--- src/rtl/ad5683_dac_writer.sv ---
// rtl/ad5683_dac_writer.sv - AD5683 24-bit SPI frame writer for TCXO tuning codes
// Optional power-up control frame, optional duplicate-code suppression.
module ad5683_dac_writer #(
    parameter int          CLK_DIV   = 4,
    parameter int          SYNC_GAP  = 4,
    parameter bit          INIT_CTRL = 1'b1,
    parameter logic [15:0] CTRL_WORD = 16'h0000,
    parameter bit          SKIP_SAME = 1'b1
) (
    input  logic        clk,
    input  logic        reset,
    input  logic [15:0] in_data,
    input  logic        in_valid,
    output logic        in_ready,
    output logic        busy,
    output logic        init_done,
    output logic        sclk,
    output logic        mosi,
    output logic        sync_n
);

    localparam int DIV_W = (CLK_DIV > 1) ? $clog2(CLK_DIV) : 1;
    localparam int GAP_W = (SYNC_GAP > 1) ? $clog2(SYNC_GAP) : 1;
    localparam logic [DIV_W-1:0] DIV_MAX = DIV_W'(CLK_DIV - 1);
    localparam logic [GAP_W-1:0] GAP_MAX = GAP_W'(SYNC_GAP - 1);
    localparam logic [4:0]       NBITS   = 5'd24;
    localparam logic [23:0]      CTRL_FRAME = {4'b0100, CTRL_WORD, 4'b0000};

    typedef enum logic [1:0] {RST_WAIT, IDLE, SHIFT, GAP} state_t;

    state_t            state;
    logic [22:0]       shreg;
    logic [DIV_W-1:0]  div_cnt;
    logic [4:0]        bit_cnt;
    logic [GAP_W-1:0]  gap_cnt;
    logic              init_pend;
    logic [15:0]       last_code;
    logic              last_valid;
    logic [23:0]       data_frame;
    logic              dup_code;

    assign data_frame = {4'b0011, in_data, 4'b0000};
    assign dup_code   = SKIP_SAME && last_valid && (in_data == last_code);

    always_ff @(posedge clk or posedge reset) begin
        if (reset) begin
            state      <= RST_WAIT;
            shreg      <= '0;
            div_cnt    <= '0;
            bit_cnt    <= '0;
            gap_cnt    <= '0;
            init_pend  <= 1'b0;
            last_code  <= '0;
            last_valid <= 1'b0;
            in_ready   <= 1'b0;
            busy       <= 1'b0;
            init_done  <= 1'b0;
            sclk       <= 1'b1;
            mosi       <= 1'b0;
            sync_n     <= 1'b1;
        end else begin
            case (state)
                RST_WAIT: begin
                    if (INIT_CTRL) begin
                        shreg     <= CTRL_FRAME[22:0];
                        mosi      <= CTRL_FRAME[23];
                        sync_n    <= 1'b0;
                        busy      <= 1'b1;
                        div_cnt   <= '0;
                        bit_cnt   <= '0;
                        init_pend <= 1'b1;
                        state     <= SHIFT;
                    end else begin
                        init_done <= 1'b1;
                        in_ready  <= 1'b1;
                        state     <= IDLE;
                    end
                end

                IDLE: begin
                    // A duplicate code is consumed here without leaving IDLE.
                    if (in_valid && in_ready && !dup_code) begin
                        shreg      <= data_frame[22:0];
                        mosi       <= data_frame[23];
                        last_code  <= in_data;
                        last_valid <= 1'b1;
                        sync_n     <= 1'b0;
                        busy       <= 1'b1;
                        in_ready   <= 1'b0;
                        div_cnt    <= '0;
                        bit_cnt    <= '0;
                        state      <= SHIFT;
                    end
                end

                SHIFT: begin
                    if (div_cnt == DIV_MAX) begin
                        div_cnt <= '0;
                        if (sclk) begin
                            sclk    <= 1'b0;
                            bit_cnt <= bit_cnt + 5'd1;
                        end else if (bit_cnt == NBITS) begin
                            sclk    <= 1'b1;
                            sync_n  <= 1'b1;
                            mosi    <= 1'b0;
                            gap_cnt <= '0;
                            state   <= GAP;
                        end else begin
                            // Next bit changes on the rising edge, half a period before the DAC samples it.
                            sclk  <= 1'b1;
                            mosi  <= shreg[22];
                            shreg <= {shreg[21:0], 1'b0};
                        end
                    end else begin
                        div_cnt <= div_cnt + 1'b1;
                    end
                end

                GAP: begin
                    if (gap_cnt == GAP_MAX) begin
                        state    <= IDLE;
                        in_ready <= 1'b1;
                        busy     <= 1'b0;
                        if (init_pend) begin
                            init_done <= 1'b1;
                            init_pend <= 1'b0;
                        end
                    end else begin
                        gap_cnt <= gap_cnt + 1'b1;
                    end
                end

                default: state <= RST_WAIT;
            endcase
        end
    end

endmodule

--- config.mk ---
export PLATFORM = sky130hd
export DESIGN_NAME = ad5683_dac_writer
export DESIGN_NICKNAME = d
export VERILOG_FILES = /design/src/rtl/ad5683_dac_writer.sv
export SDC_FILE = /design/constraint.sdc
export NUM_CORES = 1
export LEC_CHECK = 0
export BUFFER_PORTS_ARGS = -buffer_cell sky130_fd_sc_hd__buf_4
export CORE_AREA = 2 2 91 71
export CTS_CLUSTER_DIAMETER = 40
export DETAILED_ROUTE_END_ITERATION = 8
export DIE_AREA = 0 0 93 73
export PLACE_DENSITY = 0.67
export SYNTH_ARGS = -nofsm -noshare
export SYNTH_HDL_FRONTEND = slang
export SYNTH_SLANG_ARGS = --single-unit
--- constraint.sdc ---
create_clock -name clk -period 5.6 [get_ports clk]
set_input_delay 0.84 -clock clk [delete_from_list [all_inputs] [get_ports clk]]
set_output_delay 0.84 -clock clk [all_outputs]
set_load 0.02 [all_outputs]
==> metrics.csv <==
metric,value,unit
run_status,finished clean,
ir_worst_vdd,0.000112,V
die_w,93,um
fin_skew,0.00998,ns
crit_path_top_delay_cell,o21ai_2,
dr.pass1.iters,4,
ys_ff_latch,54,
fin_total_pwr,0.000650,W
hold_path_class,flip-flop to flip-flop,
min_to,last_valid$_DFFE_PP0P_,
wirelength,5.29,mm
globalRouteOverflowTotal,0,
r2r-end,shreg[11]$_DFFE_PP0P_,
cts_resized,0,
cap_violations,0,
synth-edff-count,0,
mostFrequentLayoutCells,"dfrtp_1 (52), buf_4 (25), mux2_2 (23)",
drive_gt1_frac,0.282,
clockBufferDepth,2,
grt_pass1_wl,9.10,mm
endpoint_kind,flip-flop,
final_util,0.526,
rr_startpoint,state[0]$_DFFE_PP0P_,
htree_levels,2,
rr_worst_depth,5,
max_freq,0.355,GHz
max_stage_delay,0.88,ns
drt_iter0_markers,177,
dp_slack,2.66,ns
die_y,73,um
nets,293,
syn_nets,272,
worst_pin_slew,1.03,ns
ys_seq_area_frac,0.477,
numCtsBuffers,5,
postCtsHoldBufs,0,
crit_type,flip-flop to flip-flop,
hp-start,last_valid$_DFFE_PP0P_,
synth_area,2840,um2
yosys_most_used_dff,dfrtp_1,
syn_area_per_cell,11.6,um2
cts_sinks,54,
netlist.area_leader.share,0.458,
place_hpwl,3.63,mm
cts_tree,built,
core_area,6010,um2
ios,25,
period_needed,2.82,ns
vias,1862,
layout_commonest_cell,dfrtp_1,
startpoint_type,flip-flop,
clk_latency,0.32,ns
rsz0062_at_grt,false,
worst-path-buf-inv,2,
critPathMaxFanout,20,
finalSetupTns,0,ns
p_leak,1.52,nW
gp_congestion,0.761,
antenna_cells,0,
worstPathCellList,inv_1 > ha_1 > inv_1 > o21ai_2 > mux2_2,
yosysTopAreaCell,dfrtp_1,
grt_usage,0.174,
netlist_instances,244,
cp_common_cell,inv_1,
start_util,0.473,
antenna_found_initial,0,
io_buffers,24,
cts-root-buf,clkbuf_8,
final_max_slew_viol_count,0,
ys_types,44,
viasPerCell,5.37,
required,5.81,ns
relSlewSlack,0.313,
grt_max_degree,55,
setup_viol,0,
cts_setup_buffers,0,
die-area,6790,um2
synthArstFlopShare,1.00,
synth_area_leaders,"dfrtp_1 (46%), mux2_2 (9.1%), xnor2_1 (5.2%)",
crit_arrival,3.03,ns
rows,25,
cts.clk_slew.worst_paths,0.10,ns
reg2reg_slack,2.78,ns
critPathTopFamily,compound AO/OA/AOI/OAI gates,
power_density,206,nW/um2
routedWlPerCell,15.2,um
hold_viol,0,
drc,0,
layout_setup_ws,2.78,ns
period_share,0.503,
syn2layout_area_growth,11.2,%
grt_pass1_vias,1779,
hold_depth,1,
ys_warn_count,0,
fillers,558,
antenna_left,0,
==> flip-flops by register name, summed over array words and instances, names as in the netlist, 2 cells and up <==
signal / cells
last_code: 16
bit_cnt: 5
div_cnt: 2
gap_cnt: 2
shreg: 19
state: 2
==> per-layer routing <==
| layer | wire length (um) | up-vias | track usage |
|---|---|---|---|
| li1 | - | 908 | - |
| met1 | 2680 | 922 | 0.261 |
| met2 | 2350 | 26 | 0.246 |
| met3 | 184 | 6 | 0.0372 |
| met4 | 78 | 0 | 0.0654 |
| met5 | 0 | - | 0 |
==> Yosys cell counts, types with 4 or more instances <==
master	count
inv_1	14
a22o_1	15
dfrtp_1	52
nand3_1	6
mux2i_1	8
xnor2_1	17
mux2_4	8
mux2_2	23
clkbuf_1	8
o21ai_0	11
nor2_1	4
a21oi_1	11
nand2_1	16
ha_1	9
==> worst register-to-register path: cells and delay by family (launching register included) <==
family / cells / cell delay [ns]
DFF: 1 / 0.44
muxes: 1 / 0.43
AOI/OAI and AO/OA: 1 / 0.88
adders and majority gates: 1 / 0.57
buffers and inverters: 2 / 0.40
==> layout make-up <==
type	instances	area (um2)	share of cell area
inverter	14	52.6	0.0166
sequential	54	1350	0.429
tap	81	101	0.0321
timing repair buffer	25	188	0.0595
clock buffer	6	82.6	0.0262
multi-input combinational	165	1370	0.433
clock inverter	2	12.5	0.00396
==> per-stage QoR <==
step,std cells,instance area (um2),hold WS (ns)
final,347,3160,0.478
after global routing,347,3160,0.512
after CTS,347,3160,0.482
after detailed placement,339,3060,0.456
after global placement,339,3060,0.449
after floorplan,244,2840,0.435
==> kinds of logic after synthesis <==
| group | after synthesis | synth area share |
|---|---|---|
| buffers and inverters | 25 | 0.0419 |
| AND/OR/NAND/NOR | 46 | 0.0855 |
| multiplexers | 40 | 0.166 |
| AO/OA/AOI/OAI | 53 | 0.138 |
| flip-flops | 54 | 0.477 |
| XOR/XNOR | 17 | 0.0524 |
| adder cells (fa/ha/maj) | 9 | 0.0397 |
==> how the worst max path moves through the flow <==
stage	from	endpoint	slack, ns	depth (start not counted)
detailed placement	in_data[7]	last_code[3]$_DFFE_PP0P_	2.66	6
global route	state[0]$_DFFE_PP0P_	shreg[11]$_DFFE_PP0P_	2.57	5
global placement	in_data[7]	last_code[15]$_DFFE_PP0P_	2.71	6
CTS	state[0]$_DFFE_PP0P_	shreg[11]$_DFFE_PP0P_	2.75	5
finish	state[0]$_DFFE_PP0P_	shreg[11]$_DFFE_PP0P_	2.78	5
floorplan	in_data[15]	last_code[10]$_DFFE_PP0P_	3.17	6
==> power breakdown <==
group	internal (W)	switching (W)
clock	0.0000997	0.000131
combinational	0.0000130	0.0000166
sequential	0.000390	0
Power figures use the tool's default switching activity.
